<file path="src/rtl/mem_lsu.sv">
// Load/store initiator for a single-port word RAM: extends loads, does sub-word stores as read-modify-write.
// Optional build macro MEM_LSU_NATIVE_BE_EN: RAM honours byte enables, so SB/SH write directly.
module mem_lsu #(
  parameter int SIZE = 512
) (
  input  logic        clk,
  input  logic        reset,
  input  logic        req_valid,
  output logic        req_ready,
  input  logic        req_we,
  input  logic [2:0]  req_funct3,
  input  logic [31:0] req_addr,
  input  logic [31:0] req_wdata,
  output logic        resp_valid,
  output logic [31:0] resp_rdata,
  output logic        resp_err,
  output logic [31:0] mem_addr,
  output logic [31:0] mem_wdata,
  output logic [3:0]  mem_we,
  input  logic [31:0] mem_rdata
);

  // state | meaning
  // IDLE  | ready for a request; error responses are issued from here
  // RD    | word address presented to the RAM for a read
  // DATA  | RAM read data valid; finish a load or merge a sub-word store
  // WR    | full-word (or lane-masked) write to the RAM, then respond
  localparam logic [1:0] IDLE = 2'd0;
  localparam logic [1:0] RD   = 2'd1;
  localparam logic [1:0] DATA = 2'd2;
  localparam logic [1:0] WR   = 2'd3;

  if (SIZE < 1) begin : g_size_chk
    $error("mem_lsu: SIZE must be positive");
  end

  logic [1:0]  state;
  logic        we_q;
  logic [2:0]  f3_q;
  logic [1:0]  lane_q;
  logic [15:0] wd_q;
  logic        accept;
  logic        req_illegal;
  logic [7:0]  rbyte;
  logic [15:0] rhalf;
  logic [31:0] ld_val;
  logic [31:0] st_merge;

  assign req_ready = (state == IDLE) && !reset;
  assign accept    = req_valid && req_ready;

  always_comb begin
    req_illegal = 1'b1;
    case (req_funct3)
      3'b000:  req_illegal = 1'b0;
      3'b001:  req_illegal = req_addr[0];
      3'b010:  req_illegal = (req_addr[1:0] != 2'b00);
      3'b100:  req_illegal = req_we;
      3'b101:  req_illegal = req_we | req_addr[0];
      default: req_illegal = 1'b1;
    endcase
  end

  // Lane extraction and merge both work on the word read back in DATA.
  always_comb begin
    rbyte    = mem_rdata[{lane_q, 3'b000} +: 8];
    rhalf    = lane_q[1] ? mem_rdata[31:16] : mem_rdata[15:0];
    ld_val   = mem_rdata;
    st_merge = mem_rdata;
    case (f3_q[1:0])
      2'b00: begin
        ld_val = f3_q[2] ? {24'h0, rbyte} : {{24{rbyte[7]}}, rbyte};
        st_merge[{lane_q, 3'b000} +: 8] = wd_q[7:0];
      end
      2'b01: begin
        ld_val = f3_q[2] ? {16'h0, rhalf} : {{16{rhalf[15]}}, rhalf};
        st_merge[{lane_q[1], 4'b0000} +: 16] = wd_q;
      end
      default: begin
        ld_val   = mem_rdata;
        st_merge = mem_rdata;
      end
    endcase
  end

  always_ff @(posedge clk) begin
    if (reset) begin
      state      <= IDLE;
      resp_valid <= 1'b0;
      resp_err   <= 1'b0;
      resp_rdata <= 32'h0;
      mem_addr   <= 32'h0;
      mem_wdata  <= 32'h0;
      mem_we     <= 4'h0;
      we_q       <= 1'b0;
      f3_q       <= 3'b000;
      lane_q     <= 2'b00;
      wd_q       <= 16'h0;
    end else begin
      resp_valid <= 1'b0;
      resp_err   <= 1'b0;
      mem_we     <= 4'h0;
      case (state)
        IDLE: begin
          if (accept) begin
            we_q     <= req_we;
            f3_q     <= req_funct3;
            lane_q   <= req_addr[1:0];
            wd_q     <= req_wdata[15:0];
            mem_addr <= {2'b00, req_addr[31:2]};
            if (req_illegal) begin
              resp_valid <= 1'b1;
              resp_err   <= 1'b1;
              resp_rdata <= 32'h0;
            end else if (req_we && (req_funct3[1:0] == 2'b10)) begin
              mem_wdata <= req_wdata;
              mem_we    <= 4'hF;
              state     <= WR;
            end
`ifdef MEM_LSU_NATIVE_BE_EN
            else if (req_we) begin
              // Replicate the store data so every lane carries it; the mask picks the target.
              if (req_funct3[1:0] == 2'b00) begin
                mem_wdata <= {4{req_wdata[7:0]}};
                mem_we    <= 4'b0001 << req_addr[1:0];
              end else begin
                mem_wdata <= {2{req_wdata[15:0]}};
                mem_we    <= 4'b0011 << req_addr[1:0];
              end
              state <= WR;
            end
`endif
            else begin
              state <= RD;
            end
          end
        end
        RD: state <= DATA;
        DATA: begin
          if (we_q) begin
            mem_wdata <= st_merge;
            mem_we    <= 4'hF;
            state     <= WR;
          end else begin
            resp_rdata <= ld_val;
            resp_valid <= 1'b1;
            state      <= IDLE;
          end
        end
        WR: begin
          resp_rdata <= 32'h0;
          resp_valid <= 1'b1;
          state      <= IDLE;
        end
        default: state <= IDLE;
      endcase
    end
  end

endmodule

</file>
<file path="config.mk">
export PLATFORM = sky130hd
export DESIGN_NAME = mem_lsu
export DESIGN_NICKNAME = d
export VERILOG_FILES = /design/src/rtl/mem_lsu.sv
export SDC_FILE = /design/constraint.sdc
export NUM_CORES = 1
export LEC_CHECK = 0
export CAP_MARGIN = 30
export CORE_UTILIZATION = 45
export DETAILED_ROUTE_END_ITERATION = 10
export PLACE_DENSITY = 0.89
export SETUP_SLACK_MARGIN = 0.2
export SLEW_MARGIN = 30
export SYNTH_ARGS = -nofsm -noshare
export SYNTH_HDL_FRONTEND = slang
export SYNTH_SLANG_ARGS = --single-unit
</file>
<file path="constraint.sdc">
create_clock -name clk -period 5.9 [get_ports clk]
set_input_delay 1.18 -clock clk [delete_from_list [all_inputs] [get_ports clk]]
set_output_delay 1.18 -clock clk [all_outputs]
set_load 0.02 [all_outputs]
</file>
==> results of run 1 <==
cell usage after synthesis (6+ instances only):
| cell | count | share of area (%) |
|---|---|---|
| buf_2 | 7 | 0.58 |
| or4_1 | 8 | 1.0 |
| mux2_2 | 7 | 1.3 |
| dfxtp_1 | 121 | 40 |
| inv_1 | 13 | 0.81 |
| o21ai_0 | 83 | 6.9 |
| o311ai_0 | 32 | 4.7 |
| o21ai_1 | 9 | 0.75 |
| a21oi_1 | 13 | 1.1 |
| a21o_1 | 15 | 1.9 |
| nand2_1 | 117 | 7.3 |
| a221oi_1 | 30 | 4.4 |
| nand3_1 | 16 | 1.3 |
| nand2b_1 | 17 | 1.8 |
| o31ai_1 | 30 | 3.7 |
| o41ai_1 | 8 | 1.2 |
| buf_4 | 6 | 0.75 |
| mux2i_1 | 7 | 1.2 |
| o41ai_2 | 8 | 2.2 |
| nor2_1 | 18 | 1.1 |
| clkbuf_1 | 55 | 3.4 |
| o22ai_1 | 7 | 0.73 |
how the worst min path moves through the flow:
stage | endpoint | slack, ps | cells after the start
6_report | mem_addr[2]$_SDFFE_PP0P_ | 450 | 2
2_1_floorplan | wd_q[13]$_SDFFE_PP0P_ | 450 | 2
3_5_place_dp | resp_rdata[10]$_SDFFE_PP0P_ | 450 | 1
5_1_grt | mem_addr[2]$_SDFFE_PP0P_ | 480 | 2
3_3_place_gp | mem_addr[13]$_SDFFE_PP0P_ | 440 | 2
4_1_cts | mem_addr[2]$_SDFFE_PP0P_ | 460 | 2
critical path: cells and delay by family:
kind / cells / cell delay [ps]
simple gates: 1 / 150
buf+inv: 3 / 1280
state kept, by name (all words and copies together) (netlist names):
name / count
mem_wdata: 32
resp_rdata: 32
mem_addr: 30
wd_q: 16
f3_q: 3
lane_q: 2
state: 2
mem_we: 1
resp_err: 1
resp_valid: 1
we_q: 1
layout make-up:
type                    instances  area [µm²]
fillers                      1001        4170
multi-input cells             496        3190
flip-flops and latches        121        2420
repair buffers                217        2140
clock buffers                  21         470
well taps                     172         215
clock inverters                11         169
inverters                      13        48.8
cells by family after synthesis:
logic type	Yosys count	share of synthesized area (%)
flops	121	40.2
buf+inv	92	7.06
mux	14	2.47
other cells	1	0.0622
compound gates	275	33.4
simple gates	200	15.8
fa+ha+maj	5	1.04
metrics by stage:
step                      cell area [µm²]  util (%)  power [mW]  instances  hold WS (ps)
after floorplan                      6030         -        1.10        709           450
after global placement               8020      62.5        1.27       1019           442
after detailed placement             8020      62.5        1.27       1019           451
after CTS                            8660      67.5        2.39       1051           458
after global routing                 8660      67.5        2.47       1051           476
final                                8660      67.5        2.40       1051           453
per-layer routing:
metal  GRT usage, %  vias up  part of all wire (%)
met5              0        -                     0
met4           16.7        0                   4.6
met3           10.2       96                    11
met2           45.5      451                    46
met1           37.3     2994                    38
li1               -     2985                     -
power groups by stage:
| stage | clock [mW] | combinational, mW | sequential (mW) |
|---|---|---|---|
| 6_report | 1.12 | 0.379 | 0.893 |
| 5_1_grt | 1.17 | 0.404 | 0.896 |
| 4_1_cts | 1.13 | 0.371 | 0.890 |
| 3_5_place_dp | 0 | 0.367 | 0.908 |
| 3_3_place_gp | 0 | 0.363 | 0.906 |
| 2_1_floorplan | 0 | 0.183 | 0.915 |
==> flow_summary.toml, run 1 <==
[global_routing]
grt_pass1_vias = 6231
gr-usage-all-layers_pct = 30.1
overflow = 0
grt_max_degree = 106
grt_antenna_before_repair = 0
grt_pass1_wl_um = 32800

[setup_path]
worstPathCellList = "clkdlybuf4s50_1, buf_4, nor3_1, clkdlybuf4s50_1"
startpoint_type = "input pin"
cp_slowest_cell = "clkdlybuf4s50_1"
crit_path_end_kind = "output pin"
timing.rr.start = "lane_q[1]$_SDFFE_PP0P_"
r2r_setup_slack_ps = 2440
worstPathMaxFanout = 21
cpMostUsedCell = "clkdlybuf4s50_1"
arrival_ps = 2610
rr_endpoint = "mem_wdata[0]$_SDFFE_PP0P_"
r2r_cells = 6
crit_start = "reset"
critPathCapture = "req_ready"
worstPathRequired_ps = 4720
cpPeakStageDelay_ps = 660
criticalPathCategory = "input pin to output pin"

[floorplan]
start_util_pct = 47.0
fp.coreArea_um2 = 12800
die_h_um = 118
num_rows = 41
ios = 206
die_width_um = 118
dieArea_um2 = 13900

[finish]
mostFrequentLayoutCells = "clkdlybuf4s50_1 (203), dfxtp_1 (120), nand2_1 (117), o21ai_0 (83), o311ai_0 (32)"
fin_nets = 974
layout_commonest_cell = "clkdlybuf4s50_1"
antenna_cells = 0
area_delta_synth_final_pct = 43.7
drive_gt1_share_pct = 7.74

[cts]
clk_latency_ps = 420
cts_sinks = 121
cts.clk_slew.worst_paths_ps = 50
ctsHoldBuffers = 0
cts_buffer_depth = 2
cts_root_buf = "clkbuf_16"
cts-htree-levels = 4
cts_tree = "built"
cts_buffers = 17
cts_setup_buffers = 0
post_cts_resized = 0

[detailed_routing]
postRouteAntennaNets = 0
wl_per_cell_um = 19.9
vias_per_cell = 6.21
drc = 0
wirelength_um = 20900
vias = 6526
first_iter_violations = 839
first_pass_iters = 6

[timing]
tns_ps = 0
slew_viol_final = 0
finalCritPeriodShare_pct = 64.3
fmax_mhz = 264
setup_viol = 0
setup_slack_ps = 2110
hold_viol = 0
tightestPinTransition_ps = 956
slew_headroom_pct = 36.2
grt_setup_unrepaired = "no"
finalCriticalPeriod_ps = 3790
finClkSkew_ps = 5.97

[placed_design]
place_ws_ps = 2000
port_buffers = 203
dp_hpwl_um = 14600
place.gp.congestion = 0.942

[synthesis]
synthArstFlopShare_pct = 0
ys_ff_latch = 121
synth.avg_cell_area_um2 = 8.51
ys_types = 58
netlist_area_um2 = 6020
postSynthCellCount = 708
synth-main-ff-cell = "dfxtp_1"
yosys_warnings = 0
synth_edf_count = 0
synth-seq-area-share_pct = 40.2

[pwr]
power_leakage_nw = 3.06
p_per_area_nw_per_um2 = 277
combPwrFrac_pct = 15.8
swShare_pct = 26.7
p_int_mw = 1.75
switching_power_uw = 641
seqPwrFrac_pct = 37.3
pwr-share-clk_pct = 46.9
ir_drop_v = 0.000249

[flow_run]
drv_cap = 0

[status]
status = "finished, final reports clean"

[worst_hold_path]
hold_class = "register to register"
hp-start = "mem_addr[2]$_SDFFE_PP0P_"
(Power assumes the default switching activity.)
==> inputs of run 2 (changes only) <==
==> constraint.sdc (replaced) <==
create_clock -name clk -period 3.91 [get_ports clk]
set_input_delay 0.782 -clock clk [delete_from_list [all_inputs] [get_ports clk]]
set_output_delay 0.782 -clock clk [all_outputs]
set_load 0.02 [all_outputs]
==> run 2 against run 1 <==
Against the previous run: worst setup slack worse by 1200 ps; clock skew up 0.95 ps; first-iteration DRC count down 6.6%; power up 42%; core utilization down 0.36 points; sequential power up 49%; worst hold slack worse by 1.1 ps; highest routed layer unchanged; non-clock buffer count up 5; final cell count up 0.48%; global-route usage up 0.051 points.
==> flow_summary.toml, run 2 (same netlist as run 1, synthesis figures left out) <==
[cts]
ctsHoldBuffers = 0
clk_latency_ps = 420
cts_sinks = 121
cts_tree = "built"
cts_buffers = 17
cts.clk_slew.worst_paths_ps = 60
cts-htree-levels = 4
cts_buffer_depth = 2
post_cts_resized = 0
cts_root_buf = "clkbuf_16"
cts_setup_buffers = 0

[floorplan]
die_h_um = 118
dieArea_um2 = 13900
fp.coreArea_um2 = 12800
die_width_um = 118
num_rows = 41
start_util_pct = 47.0
ios = 206

[detailed_routing]
drc = 0
postRouteAntennaNets = 0
vias = 6546
first_iter_violations = 784
wl_per_cell_um = 19.7
wirelength_um = 20800
first_pass_iters = 5
vias_per_cell = 6.20

[timing]
hold_viol = 0
slew_viol_final = 0
fmax_mhz = 336
setup_viol = 0
finalCritPeriodShare_pct = 76.1
slew_headroom_pct = 39.4
tns_ps = 0
tightestPinTransition_ps = 909
finalCriticalPeriod_ps = 2980
grt_setup_unrepaired = "no"
finClkSkew_ps = 6.92

[finish]
layout_commonest_cell = "clkdlybuf4s50_1"
top_regs = "mem_wdata x32, resp_rdata x32, mem_addr x30"
area_delta_synth_final_pct = 42.9
mostFrequentLayoutCells = "clkdlybuf4s50_1 (203), dfxtp_1 (121), nand2_1 (117), o21ai_0 (83), o311ai_0 (32)"
antenna_cells = 0
fin_nets = 979
drive_gt1_share_pct = 8.03

[setup_path]
criticalPathCategory = "register to register"
startpoint_type = "register"
arrival_ps = 3300
cpPeakStageDelay_ps = 630
crit_path_end_kind = "register"
r2r_cells = 7
worstPathCellList = "buf_4, inv_1, ha_1, or4b_2, a21oi_1, a221oi_1, o31ai_1"
worstPathRequired_ps = 4230
cp_slowest_cell = "or4b_2"
worstPathMaxFanout = 25

[worst_hold_path]
hold_depth = 2
hold_class = "register to register"

[placed_design]
place.gp.congestion = 0.976
dp_hpwl_um = 14600
port_buffers = 203

[global_routing]
grt_max_degree = 82
grt_antenna_before_repair = 0
grt_pass1_wl_um = 33100
overflow = 0
grt_pass1_vias = 6332
gr-usage-all-layers_pct = 30.1

[status]
status = "finished, final reports clean"

[flow_run]
drv_cap = 0

[pwr]
design_power_total_mw = 3.40
ir_drop_v = 0.000334
power_leakage_nw = 3.05
p_per_area_nw_per_um2 = 395
## run 2: critical path: cells and delay by family, from the launching register on
kind            cells  cell delay (ps)
compound gates      3             1110
fa+ha+maj           1              350
buf+inv             2              470
flops               1              310
simple gates        1              630
## run 2: metal layers
metal  track usage, %  share of wire (%)
met2             46.8                 44
met5                0                  0
met1             37.4                 40
met3             9.11                 11
met4             15.8                5.1
## run 2: final cells by class
type,count,area (µm²)
Inverter,13,48.8
Clock inverter,8,70.1
Fill cell,1023,4210
Multi-Input combinational cell,496,3200
Tap cell,172,215
Clock buffer,24,482
Timing Repair Buffer,222,2170
Sequential cell,121,2420
## run 2: path summary, 6_finish.rpt
path,startpoint,endpoint,slack [ps]
setup / recovery,lane_q[1]$_SDFFE_PP0P_,mem_wdata[1]$_SDFFE_PP0P_,930
hold / removal,resp_rdata[2]$_SDFFE_PP0P_,resp_rdata[2]$_SDFFE_PP0P_,450
setup reg to reg,lane_q[1]$_SDFFE_PP0P_,mem_wdata[1]$_SDFFE_PP0P_,930
hold reg to reg,resp_rdata[2]$_SDFFE_PP0P_,resp_rdata[2]$_SDFFE_PP0P_,450
## run 2: metrics by stage
step                      util [%]  cell area [µm²]  setup WS (ps)  instances  hold WS (ps)
final                         67.2             8610            933       1056           452
after global routing          67.2             8610            807       1056           475
after detailed placement      62.8             8060            684       1024           445
after CTS                     67.1             8610            943       1056           454
after floorplan                  -             6030            923        709           450
after global placement        62.8             8060            746       1024           440
## run 2: report_power, final
part           internal (mW)  switching (mW)  total (mW)
combinational          0.251           0.340       0.591
clock                  0.917           0.556        1.47
sequential              1.29          0.0487        1.33
total                   2.45           0.944        3.40
==> inputs of run 3 (changes only) <==
--- a/config.mk
+++ b/config.mk
@@ -6,9 +6,9 @@
 export NUM_CORES = 1
 export LEC_CHECK = 0
 export CAP_MARGIN = 30
-export CORE_UTILIZATION = 45
+export CORE_UTILIZATION = 42
 export DETAILED_ROUTE_END_ITERATION = 10
-export PLACE_DENSITY = 0.89
+export PLACE_DENSITY = 0.88
 export SETUP_SLACK_MARGIN = 0.2
 export SLEW_MARGIN = 30
 export SYNTH_ARGS = -nofsm -noshare
==> constraint.sdc (replaced) <==
create_clock -name clk -period 2.6 [get_ports clk]
set_input_delay 0.52 -clock clk [delete_from_list [all_inputs] [get_ports clk]]
set_output_delay 0.52 -clock clk [all_outputs]
set_load 0.02 [all_outputs]
==> run 3 against run 2 <==
Against the previous run: die area up 7.0%; clock skew about the same; sequential power up 51%; final cell count up 2.2%; global-route usage down 3.5 points; sequential cell count unchanged; power up 55%; worst hold slack better by 0.96 ps.
==> flow_summary.toml, run 3 (same netlist as run 1, synthesis figures left out) <==
[detailed_routing]
first_pass_iters = 6
wl_per_cell_um = 18.4
vias = 6471
drc = 0
vias_per_cell = 6.00
wirelength_um = 19900
first_iter_violations = 724
postRouteAntennaNets = 0

[floorplan]
ios = 206
die_width_um = 122
dieArea_um2 = 14800
die_h_um = 122
fp.coreArea_um2 = 13900
start_util_pct = 43.2
num_rows = 43

[pwr]
ir_drop_v = 0.000452
design_power_total_mw = 5.25
power_leakage_nw = 3.18
p_per_area_nw_per_um2 = 594

[timing]
hold_viol = 0
tns_ps = 0
slew_headroom_pct = 52.7
timing.hold.ws_ps = 453
grt_setup_unrepaired = "no"
fmax_mhz = 441
slew_viol_final = 0
finalCriticalPeriod_ps = 2270
tightestPinTransition_ps = 708
finalCritPeriodShare_pct = 87.3
setup_viol = 0
finClkSkew_ps = 6.55
setup_slack_ps = 331

[cts]
ctsHoldBuffers = 0
cts_root_buf = "clkbuf_16"
cts_tree = "built"
cts_buffer_depth = 2
cts_sinks = 121
clk_latency_ps = 420
cts_buffers = 17
cts-htree-levels = 4
cts.clk_slew.worst_paths_ps = 60

[setup_path]
worstPathMaxFanout = 8
r2r_setup_slack_ps = 330
startpoint_type = "register"
r2r_cells = 6
arrival_ps = 2600
criticalPathCategory = "register to register"
crit_path_end_kind = "register"
worstPathRequired_ps = 2930

[global_routing]
grt_max_degree = 67
grt_pass1_wl_um = 30400
grt_antenna_before_repair = 0
gr-usage-all-layers_pct = 26.6
overflow = 0
grt_pass1_vias = 5785

[worst_hold_path]
hold_class = "register to register"
hold_depth = 2

[placed_design]
port_buffers = 203
dp_hpwl_um = 14300
place.gp.congestion = 0.927
placed_cell_area_um2 = 8250
place_ws_ps = -95.5

[finish]
fillerInstances = 1134
top_regs = "mem_wdata x32, resp_rdata x32, mem_addr x30"
layout_commonest_cell = "clkdlybuf4s50_1"
antenna_cells = 0
fin_nets = 994
mostFrequentLayoutCells = "clkdlybuf4s50_1 (202), dfxtp_1 (119), nand2_1 (117), o21ai_0 (83), o311ai_0 (32)"
final_cell_area_um2 = 8840
drive_gt1_share_pct = 10.1
seqCellArea_um2 = 2420
area_delta_synth_final_pct = 46.8
multi_input_area_um2 = 3210

[flow_run]
drv_cap = 0

[status]
status = "finished, final reports clean"
run 3: changes by cell type in the layout (fill, tap and decap cells not counted), moves of 2 or more:
cell      delta
buf_4       +10
clkbuf_8     -2
clkinv_4     +2
clkbuf_1     -4
dfxtp_1      -2
buf_12       +5
inv_6        +3
dfxtp_2      +2
run 3: critical path, cell delays in order, from the launching register on:
cell and delay [ps]:
dfxtp_2 380, inv_1 120, ha_1 350, or4b_2 660, a21oi_4 260, a221oi_1 160
o31ai_1 250
run 3: repair_timing:
action                                 4_1_cts  5_1_grt
setup endpoints to repair                    0        9
gates resized for setup                      0        2
endpoints found under the hold margin        0        0
setup buffers                                0        0
run 3: final timing paths:
kind                                             endpoint                       from
worst max-delay path            mem_wdata[5]$_SDFFE_PP0P_     lane_q[0]$_SDFFE_PP0P_
worst min-delay path            mem_addr[14]$_SDFFE_PP0P_  mem_addr[14]$_SDFFE_PP0P_
worst max register to register  mem_wdata[5]$_SDFFE_PP0P_     lane_q[0]$_SDFFE_PP0P_
worst min register to register  mem_addr[14]$_SDFFE_PP0P_  mem_addr[14]$_SDFFE_PP0P_
run 3: layer usage:
layer / global-route usage, % / wire [µm] / vias to the layer above
met5: 0 / 0 / -
met4: 13.8 / 824 / 0
met3: 6.93 / 1970 / 80
met2: 41.7 / 9160 / 370
met1: 33.4 / 7940 / 2994
li1: - / - / 3027
run 3: cell type report:
type	instances	share of cell area, %
clock buffers	18	4.97
clock inverters	14	1.66
inverters	13	0.566
multi-input cells	496	36.2
flip-flops and latches	121	27.4
well taps	180	2.55
repair buffers	237	26.6
run 3: power breakdown:
part	total [mW]	leakage, nW	switching (mW)	internal, mW
clock	2.33	0.283	0.892	1.44
combinational	0.913	1.91	0.503	0.410
sequential	2.01	0.987	0.0768	1.93
total	5.25	3.18	1.47	3.78
run 3: metrics by stage:
| stage | cells | util (%) |
|---|---|---|
| floorplan | 709 | - |
| global placement | 1047 | 59.2 |
| detailed placement | 1047 | 59.2 |
| CTS | 1079 | 63.4 |
| global route | 1079 | 63.5 |
| finish | 1079 | 63.5 |
